File: src/rtl/delay_timer_meter.sv
// delay_timer_meter: external response meter for a programmable delay timer.
// Watches the trigger line and the active-low timer output. For each trigger
// edge it reports the trigger-to-output delay and the output-low pulse width,
// both in clock cycles, saturating at 2^W-1.
module delay_timer_meter #(
  parameter int WEIGHT_BIT_WIDTH = 8
) (
  input  logic                        clk,
  input  logic                        rst,
  input  logic                        trigger_in,
  input  logic                        delay_out_n,
  output logic                        busy,
  output logic                        meas_valid,
  output logic [WEIGHT_BIT_WIDTH-1:0] meas_delay,
  output logic [WEIGHT_BIT_WIDTH-1:0] meas_width,
  output logic                        meas_trig_pol,
  output logic                        meas_timeout
);

  localparam int W = WEIGHT_BIT_WIDTH;
  localparam logic [W-1:0] CNT_MAX = {W{1'b1}};
  localparam logic [W-1:0] CNT_ONE = {{(W-1){1'b0}}, 1'b1};

  typedef enum logic [1:0] {
    IDLE       = 2'd0,
    WAIT_RESP  = 2'd1,
    MEAS_WIDTH = 2'd2,
    REPORT     = 2'd3
  } state_t;

  state_t state, state_next;

  // Synchronizer and edge-detect stages. Both inputs see identical latency,
  // so the pipeline delay cancels out of every measured interval.
  logic trig_s1, trig_s2, trig_d;
  logic out_s1, out_s2, out_d;

  logic trig_edge, out_fall, out_rise;

  // Cycle counter and internally held measurement pieces.
  logic [W-1:0] cnt;
  logic [W-1:0] delay_r;
  logic         pol_r;
  logic         cnt_sat;

  // Control strobes produced by the next-state logic.
  logic         do_start;     // new measurement: restart count, latch polarity
  logic         do_width;     // output fell: capture delay, restart count
  logic         do_commit;    // entering REPORT: publish meas_* together
  logic         do_timeout;   // commit is due to saturation
  logic [W-1:0] commit_delay;
  logic [W-1:0] commit_width;

  // Trigger synchronizer: idles low out of reset.
  always_ff @(posedge clk or posedge rst) begin
    if (rst) begin
      trig_s1 <= 1'b0;
      trig_s2 <= 1'b0;
      trig_d  <= 1'b0;
    end else begin
      trig_s1 <= trigger_in;
      trig_s2 <= trig_s1;
      trig_d  <= trig_s2;
    end
  end

  // Timer-output synchronizer: idles high (inactive) out of reset.
  always_ff @(posedge clk or posedge rst) begin
    if (rst) begin
      out_s1 <= 1'b1;
      out_s2 <= 1'b1;
      out_d  <= 1'b1;
    end else begin
      out_s1 <= delay_out_n;
      out_s2 <= out_s1;
      out_d  <= out_s2;
    end
  end

  assign trig_edge = trig_s2 ^ trig_d;
  assign out_fall  = out_d & ~out_s2;
  assign out_rise  = ~out_d & out_s2;
  assign cnt_sat   = (cnt == CNT_MAX);

  // State register.
  always_ff @(posedge clk or posedge rst) begin
    if (rst) state <= IDLE;
    else     state <= state_next;
  end

  // Next-state logic plus the datapath strobes that go with each transition.
  // In WAIT_RESP an output edge outranks a simultaneous trigger edge, which
  // in turn outranks saturation.
  always_comb begin
    state_next = state;
    do_start   = 1'b0;
    do_width   = 1'b0;
    do_commit  = 1'b0;
    do_timeout = 1'b0;
    case (state)
      IDLE: begin
        if (trig_edge) begin
          state_next = WAIT_RESP;
          do_start   = 1'b1;
        end
      end
      WAIT_RESP: begin
        if (out_fall) begin
          state_next = MEAS_WIDTH;
          do_width   = 1'b1;
        end else if (out_rise) begin
          state_next = REPORT;
          do_commit  = 1'b1;
        end else if (trig_edge) begin
          do_start   = 1'b1;
        end else if (cnt_sat) begin
          state_next = REPORT;
          do_commit  = 1'b1;
          do_timeout = 1'b1;
        end
      end
      MEAS_WIDTH: begin
        if (out_rise) begin
          state_next = REPORT;
          do_commit  = 1'b1;
        end else if (cnt_sat) begin
          state_next = REPORT;
          do_commit  = 1'b1;
          do_timeout = 1'b1;
        end
      end
      REPORT: begin
        if (trig_edge) begin
          state_next = WAIT_RESP;
          do_start   = 1'b1;
        end else begin
          state_next = IDLE;
        end
      end
      default: state_next = IDLE;
    endcase
  end

  // Output decode straight from the state register.
  always_comb begin
    busy       = (state != IDLE);
    meas_valid = (state == REPORT);
  end

  // Values published on commit. From WAIT_RESP the delay is the live count and
  // the width is zero; from MEAS_WIDTH the delay was captured at the fall.
  always_comb begin
    commit_delay = delay_r;
    commit_width = cnt;
    if (state == WAIT_RESP) begin
      commit_delay = cnt;
      commit_width = '0;
    end
  end

  // Cycle counter. The register holds the count of the cycle it is read in:
  // the start cycle counts as 0, so the first following cycle reads 1 and the
  // value equals cycles elapsed since the start event. Saturates, never wraps.
  always_ff @(posedge clk or posedge rst) begin
    if (rst) begin
      cnt <= '0;
    end else if (do_start || do_width) begin
      cnt <= CNT_ONE;
    end else if ((state == WAIT_RESP || state == MEAS_WIDTH) && !cnt_sat) begin
      cnt <= cnt + CNT_ONE;
    end
  end

  // In-flight measurement state: trigger polarity and the captured delay.
  always_ff @(posedge clk or posedge rst) begin
    if (rst) begin
      pol_r   <= 1'b0;
      delay_r <= '0;
    end else begin
      if (do_start) pol_r   <= trig_s2;
      if (do_width) delay_r <= cnt;
    end
  end

  // Published results; they only change on the transition into REPORT.
  always_ff @(posedge clk or posedge rst) begin
    if (rst) begin
      meas_delay    <= '0;
      meas_width    <= '0;
      meas_trig_pol <= 1'b0;
      meas_timeout  <= 1'b0;
    end else if (do_commit) begin
      meas_delay    <= commit_delay;
      meas_width    <= commit_width;
      meas_trig_pol <= pol_r;
      meas_timeout  <= do_timeout;
    end
  end

endmodule

File: config.mk
export PLATFORM = sky130hd
export DESIGN_NAME = delay_timer_meter
export DESIGN_NICKNAME = d
export VERILOG_FILES = /design/src/rtl/delay_timer_meter.sv
export SDC_FILE = /design/constraint.sdc
export NUM_CORES = 1
export LEC_CHECK = 0
export BUFFER_PORTS_ARGS = -buffer_cell sky130_fd_sc_hd__buf_4
export CAP_MARGIN = 5
export CELL_PAD_IN_SITES_DETAIL_PLACEMENT = 1
export CELL_PAD_IN_SITES_GLOBAL_PLACEMENT = 1
export CORE_MARGIN = 2
export CORE_UTILIZATION = 49
export CTS_BUF_LIST = sky130_fd_sc_hd__clkbuf_4
export DETAILED_ROUTE_END_ITERATION = 10
export GPL_ROUTABILITY_DRIVEN = 0
export PLACE_DENSITY = 0.82
export SLEW_MARGIN = 20
export SYNTH_ARGS = -nofsm -noshare
export SYNTH_HDL_FRONTEND = slang
export SYNTH_SLANG_ARGS = --single-unit
export TNS_END_PERCENT = 20
File: constraint.sdc
create_clock -name clk -period 2.82 [get_ports clk]
set_input_delay 0.564 -clock clk [delete_from_list [all_inputs] [get_ports clk]]
set_output_delay 0.564 -clock clk [all_outputs]
set_load 0.05 [all_outputs]
==> out/metrics.csv, run 1 <==
stage,metric,value,unit
yosys,YS warnings,0,
die,Die Wd,70.3,um
yosys,post-synth net total,179,
die,FP Rows,24,
yosys,Synth top area share,46.4,%
detailed_routing,drt drc,0,
yosys,Syn Inst Count,169,
worst_setup_path,r2r worst-path depth,6,
finish,register area,1080,sq um
sta,Setup TNS Final,0,ns
sta,RSZ-0062 raised after global routing,false,
yosys,Synth area leader,dfrtp_1,
cts,CTS max path bufs,2,
power,peak supply drop,0.000442,V
yosys,synth top area cells,"dfrtp_1 (46%), mux2_2 (13%), mux2_4 (7.0%)",
detailed_routing,1st-iter DRT viols,116,
worst_setup_path,CP Launch Point,state[1]$_DFFE_PP0P_,
yosys,"Seq/Total Area, Yosys",50.1,%
worst_setup_path,Top delay family on crit path,flip-flops,
die,Initial Utilization,50.2,%
worst_setup_path,buffer and inverter count on the worst path,2,
placed_design,DPL Wire Length,3120,um
yosys,synthesized cell area,2160,sq um
run,Max Cap Viol,0,
finish,multi-input combinational cell area,1010,sq um
grt,largest net degree at the start of global routing,44,
finish,Fill cells,450,
hold_path,Hold WC Path Type,input port to flop,
die,Die ar.,4950,sq um
worst_setup_path,CP max stage cell,dfrtp_1,
worst_setup_path,CP peak stage delay,0.46,ns
yosys,syn avg cell area,12.8,sq um
status,status,"complete, no violations",
sta,Final Max Slew Viols,0,
worst_setup_path,Worst setup SP type,flop,
detailed_routing,antenna violation net count after detailed routing,0,
cts,later-pin clock latency in the skew report,0.37,ns
yosys,"EDFF count, synth",0,
sta,relative slew slack,63.4,%
grt,first-pass GRT wire length,7450,um
sta,Final period util,76.7,%
detailed_routing,First-pass DRT Iterations,3,
finish,Final Net Count,206,
detailed_routing,Routed WL,4410,um
worst_setup_path,Worst setup EP type,flop,
cts,post-cts sizing count,0,
finish,area growth from synthesis to layout,15.2,%
sta,worst slew pin tran,0.549,ns
worst_setup_path,WS Path Type,flop to flop,
grt,initial antenna violation count,0,
yosys,Synth Flop Type,dfrtp_1,
cts,CTS tree,yes,
cts,CTS buffer count,5,
power,Lkg Pwr,0.00122,uW
detailed_routing,routed vias,1377,
finish,antenna cells,0,
finish,post-layout util,57.8,%
sta,post-layout min period,2.16,ns
worst_setup_path,Levels on crit path,6,
yosys,"top cells by count, synth","dfrtp_1 (40), mux2_2 (24), mux2_4 (10)",
sta,max frequency,0.462,GHz
cts,Root Buffer,clkbuf_4,
detailed_routing,routed len/inst,17.7,um
yosys,distinct cell type count of the synthesized netlist,41,
yosys,"Async S/R FF share, synth",100,%
worst_setup_path,worst path required time,3.08,ns
sta,Clock Skew,0.00556,ns
grt,total gr overflow,0,
sta,final setup fails,0,
cts,H-tree levels,2,
worst_setup_path,CP Data Arrival Time,2.42,ns
power,Overall Power,2290,uW
cts,# hold bufs at CTS,0,
yosys,Seq cells post-synth,43,
yosys,"count leader, synth",dfrtp_1,
worst_setup_path,r2r startpoint,state[1]$_DFFE_PP0P_,
power,pwr/cell area,921,nW/um^2
worst_setup_path,FF-to-FF End,meas_width[3]$_DFFE_PP0P_,
cts,buffer count from post-CTS setup fixing,0,
worst_setup_path,r2r setup slk,0.66,ns
die,die height,70.3,um
cts,CTS clock-pin slew for the worst setup and hold paths,0.13,ns
die,core area,4290,sq um
worst_setup_path,critical-path cell list,"inv_1, ha_1, o21ai_0, a211oi_4, buf_4, mux2_4",
grt,vias in the first global route,1441,
die,IO Pins,24,
grt,Total Routing Usage GR,19.6,%
cts,clk sinks,43,
sta,Hold Fails Final Rpt,0,
detailed_routing,vias per cell,5.53,
placed_design,Port-buffer cells,23,
worst_setup_path,end of the critical path,meas_width[3]$_DFFE_PP0P_,
finish,share of post-route cells with drive strength above 1,41.1,%
worst_setup_path,Crit Path Max Fanout,14,
-- final cells by class --
type | count | share of cell area, %
repair buffers | 27 | 8.16
well taps | 52 | 2.62
multi-input cells | 114 | 40.8
flip-flops and latches | 43 | 43.5
inverters | 5 | 0.756
clock inverters | 3 | 2.72
clock buffers | 5 | 1.51
-- flip-flops by register name, summed over array words and instances (netlist names) --
| register | count |
|---|---|
| cnt | 8 |
| delay_r | 8 |
| meas_delay | 8 |
| meas_timeout | 1 |
| meas_trig_pol | 1 |
| meas_width | 8 |
| out_d | 1 |
| out_s1 | 1 |
| out_s2 | 1 |
| pol_r | 1 |
| state | 2 |
| trig_d | 1 |
| trig_s1 | 1 |
| trig_s2 | 1 |
-- cell usage in the layout, fill, tap and decap left out, types with 5 or more instances in the layout --
cell / count
nor2b_1: 9
nand3_1: 7
mux2_2: 24
xor2_1: 5
nor2_1: 6
clkbuf_4: 5
ha_1: 6
o21ai_0: 5
mux2_4: 10
dfrtp_1: 40
buf_4: 27
nand2_1: 5
inv_1: 5
-- power by group --
part | switching [uW] | internal (uW) | leakage, uW
clock | 212 | 275 | 0.0000514
sequential | 100 | 726 | 0.000563
combinational | 588 | 385 | 0.000601
-- cells by family (layout without fill, tap and decap cells) --
kind of cell,count (synthesis),count (layout),share of synthesized area (%)
multiplexers,35,35,20.0
AND/OR/NAND/NOR,40,40,11.1
AO/OA/AOI/OAI,26,26,9.23
buffers and inverters,12,40,2.96
XOR/XNOR,7,7,3.19
flip-flops,43,43,50.1
adder cells (fa/ha/maj),6,6,3.48
-- how the worst min path moves through the flow --
stage,startpoint,end,slack [ns],cells past startpoint
after floorplan,trig_s1$_DFF_PP0_,trig_s2$_DFF_PP0_,0.33,0
after global placement,trig_s1$_DFF_PP0_,trig_s2$_DFF_PP0_,0.33,0
after detailed placement,trig_s1$_DFF_PP0_,trig_s2$_DFF_PP0_,0.34,0
after CTS,delay_out_n,out_s1$_DFF_PP1_,0.27,1
after global routing,delay_out_n,out_s1$_DFF_PP1_,0.26,1
final,delay_out_n,out_s1$_DFF_PP1_,0.29,1
-- metal layers --
layer / part of all wire [%] / wire length (um) / track usage [%]
met1: 46 / 2050 / 26.8
met5: 0 / 0 / 0
met3: 3.2 / 143 / 5.19
met2: 49 / 2140 / 30.0
met4: 1.8 / 80 / 7.26
-- per-stage QoR --
step / hold WS, ns / setup WS [ns] / area, sq um / std cells
floorplan: 0.331 / 0.740 / 2160 / 169
finish: 0.287 / 0.658 / 2480 / 249
global route: 0.258 / 0.516 / 2480 / 249
detailed placement: 0.337 / 0.672 / 2380 / 241
CTS: 0.266 / 0.656 / 2480 / 249
global placement: 0.334 / 0.784 / 2380 / 241
-- worst reg2reg max path, cell delays in order (launching register included) --
cell	delay, ns
dfrtp_1	0.46
inv_1	0.10
ha_1	0.46
o21ai_0	0.22
a211oi_4	0.22
buf_4	0.28
mux2_4	0.32
Power figures use the tool's default switching activity.
==> run 2: changes to the inputs <==
clock period = 2 ns   (was 2.82 ns; I/O delays follow)
==> run 2 against run 1 <==
Register-to-register slack worse by 0.60 ns. Worst setup slack lost 0.60 ns. Clock power fell by 11%. Combinational power up 59%. Non-clock buffer count is 11 higher. Sequential cell count stayed put. Critical path type unchanged. Clock skew increased by 0.0070 ns. Largest cell class unchanged. Largest power group unchanged. Clock-buffer cell count did not move. Final cell count is 4.4% higher. First-iteration DRC count fell by 51%. Sequential power is 39% higher.
==> out/metrics.csv, run 2 (synthesis results as in run 1) <==
stage,metric,value,unit,change
die,Die Wd,70.3,um,unchanged
die,die height,70.3,um,unchanged
finish,antenna cells,0,,unchanged
detailed_routing,routed len/inst,18.8,um,+6.1%
worst_setup_path,CP Data Arrival Time,2.21,ns,-0.21 ns
worst_setup_path,Worst setup SP type,flop,,
die,FP Rows,24,,unchanged
grt,vias in the first global route,1626,,+13%
run,Max Cap Viol,0,,unchanged
sta,final hold slack,0.119,ns,-0.168 ns
hold_path,Worst Hold Path Cells,1,,unchanged
worst_setup_path,worst path required time,2.27,ns,-0.81 ns
detailed_routing,Routed WL,4880,um,+11%
detailed_routing,vias per cell,5.79,,+4.7%
sta,post-layout min period,1.94,ns,-0.220 ns
grt,largest net degree at the start of global routing,44,,unchanged
power,Lkg Pwr,0.00125,uW,+2.5%
cts,CTS tree,yes,,
cts,# hold bufs at CTS,0,,unchanged
cts,Root Buffer,clkbuf_4,,
cts,clk sinks,43,,unchanged
hold_path,WHS Endpoint,trig_s1$_DFF_PP0_,,
cts,CTS buffer count,5,,unchanged
worst_setup_path,critical-path cell list,"ha_4, nand4_4, nand2b_4, a211oi_4, buf_6, mux2_4",,
sta,relative slew slack,63.7,%,+0.34 points
worst_setup_path,r2r startpoint,cnt[0]$_DFFE_PP0P_,,
power,peak supply drop,0.000717,V,+62%
grt,first-pass GRT wire length,7960,um,+6.7%
hold_path,Hold WC Path Type,input port to flop,,
finish,Fill cells,458,,+1.8%
worst_setup_path,r2r setup slk,0.06,ns,-0.60 ns
detailed_routing,First-pass DRT Iterations,4,,+1
sta,Final period util,97.1,%,+20 points
finish,area growth from synthesis to layout,18.2,%,
grt,initial antenna violation count,0,,unchanged
status,status,"complete, no violations",,
grt,total gr overflow,0,,unchanged
detailed_routing,antenna violation net count after detailed routing,0,,unchanged
hold_path,HP Start,trigger_in,,
worst_setup_path,buffer and inverter count on the worst path,1,,-1
sta,Final Max Slew Viols,0,,unchanged
placed_design,Post-Place Setup Slack,0.00764,ns,-0.665 ns
grt,Total Routing Usage GR,21.0,%,+1.4 points
cts,later-pin clock latency in the skew report,0.37,ns,about the same
die,Die ar.,4950,sq um,unchanged
cts,CTS clock-pin slew for the worst setup and hold paths,0.14,ns,about the same
power,pwr/cell area,1230,nW/um^2,+34%
die,Initial Utilization,50.2,%,unchanged
finish,share of post-route cells with drive strength above 1,46.2,%,+5.0 points
placed_design,Port-buffer cells,23,,unchanged
worst_setup_path,FF-to-FF End,meas_width[3]$_DFFE_PP0P_,,
cts,CTS max path bufs,2,,unchanged
cts,H-tree levels,2,,unchanged
detailed_routing,routed vias,1505,,+9.3%
worst_setup_path,Worst setup EP type,flop,,
worst_setup_path,Crit Path Max Fanout,7,,-7
sta,max frequency,0.515,GHz,+11%
finish,"most common cell after layout, fill and taps aside",dfrtp_1,,
finish,most frequent cells in the layout,"dfrtp_1 (39), buf_4 (35), mux2_2 (24), mux2_4 (10), nor2b_1 (9)",,
detailed_routing,drt drc,0,,unchanged
sta,worst slew pin tran,0.544,ns,-0.00506 ns
sta,Clock Skew,0.0126,ns,+0.00705 ns
finish,register area,1080,sq um,+0.12%
sta,final setup fails,0,,unchanged
worst_setup_path,WS Path Type,flop to flop,,
worst_setup_path,Top delay family on crit path,flip-flops,,
worst_setup_path,CP max stage cell,dfrtp_1,,
finish,Final Net Count,217,,+5.3%
die,IO Pins,24,,unchanged
finish,multi-input combinational cell area,1030,sq um,+1.7%
worst_setup_path,CP peak stage delay,0.45,ns,about the same
sta,Hold Fails Final Rpt,0,,unchanged
placed_design,DPL Wire Length,3540,um,+13%
sta,post-route setup slack,0.0577,ns,-0.600 ns
worst_setup_path,r2r worst-path depth,6,,unchanged
die,core area,4290,sq um,unchanged
detailed_routing,1st-iter DRT viols,57,,-51%
-- run 2: power by group --
group / switching [uW] / internal, uW / total (uW)
Sequential: 127 / 1030 / 1150
Combinational: 908 / 645 / 1550
Clock: 300 / 135 / 435
-- run 2: repair_timing --
item | CTS | global route
gates cloned | 0 | 0
resized for setup | 0 | 8
pin swaps | 0 | 1
setup buffers | 1 | 0
endpoints found under the setup margin | 9 | 19
-- run 2: worst max path at each step --
| stage | from | endpoint | slack (ns) | cells past startpoint |
|---|---|---|---|---|
| finish | cnt[0]$_DFFE_PP0P_ | meas_width[3]$_DFFE_PP0P_ | 0.06 | 6 |
| floorplan | cnt[0]$_DFFE_PP0P_ | meas_delay[0]$_DFFE_PP0P_ | 0.009 | 6 |
| global placement | state[0]$_DFFE_PP0P_ | meas_delay[3]$_DFFE_PP0P_ | 0.11 | 6 |
| CTS | state[0]$_DFFE_PP0P_ | busy | 0.03 | 4 |
| detailed placement | cnt[1]$_DFFE_PP0P_ | meas_width[1]$_DFFE_PP0P_ | 0.008 | 6 |
| global route | cnt[0]$_DFFE_PP0P_ | meas_width[3]$_DFFE_PP0P_ | -0.02 | 6 |
-- run 2: metal layers --
metal	up-vias	wire [um]	part of all wire, %	track usage (%)
met5	-	0	0	0
met4	0	102	2.1	6.84
met3	13	181	3.7	6.35
met2	32	2600	53	35.8
met1	789	2000	41	25.4
li1	671	-	-	-
-- run 2: cell type report --
cell class                      count  area share (%)
Sequential cell                    43            42.4
Multi-Input combinational cell    114            40.4
Timing Repair Buffer               38            11.6
Tap cell                           52            2.55
Clock buffer                        5            1.47
Clock inverter                      3           0.785
Inverter                            5           0.736
-- run 2: per-stage QoR --
step	power [uW]	cells	cell area (sq um)	TNS, ns	util [%]
final	3140	260	2550	0	59.4
after detailed placement	2670	251	2460	0	57.2
after global placement	2580	251	2460	0	57.2
after global routing	3340	260	2550	-0.111	59.4
after floorplan	2210	169	2160	0	-
after CTS	3120	260	2520	0	58.7
-- run 2: worst register-to-register path, delay by kind of cell (launching register included) --
family	cells	cell delay [ns]
buffers and inverters	1	0.21
and+or+nand+nor	2	0.37
adders and majority gates	1	0.18
DFF	1	0.45
AOI/OAI and AO/OA	1	0.32
muxes	1	0.31
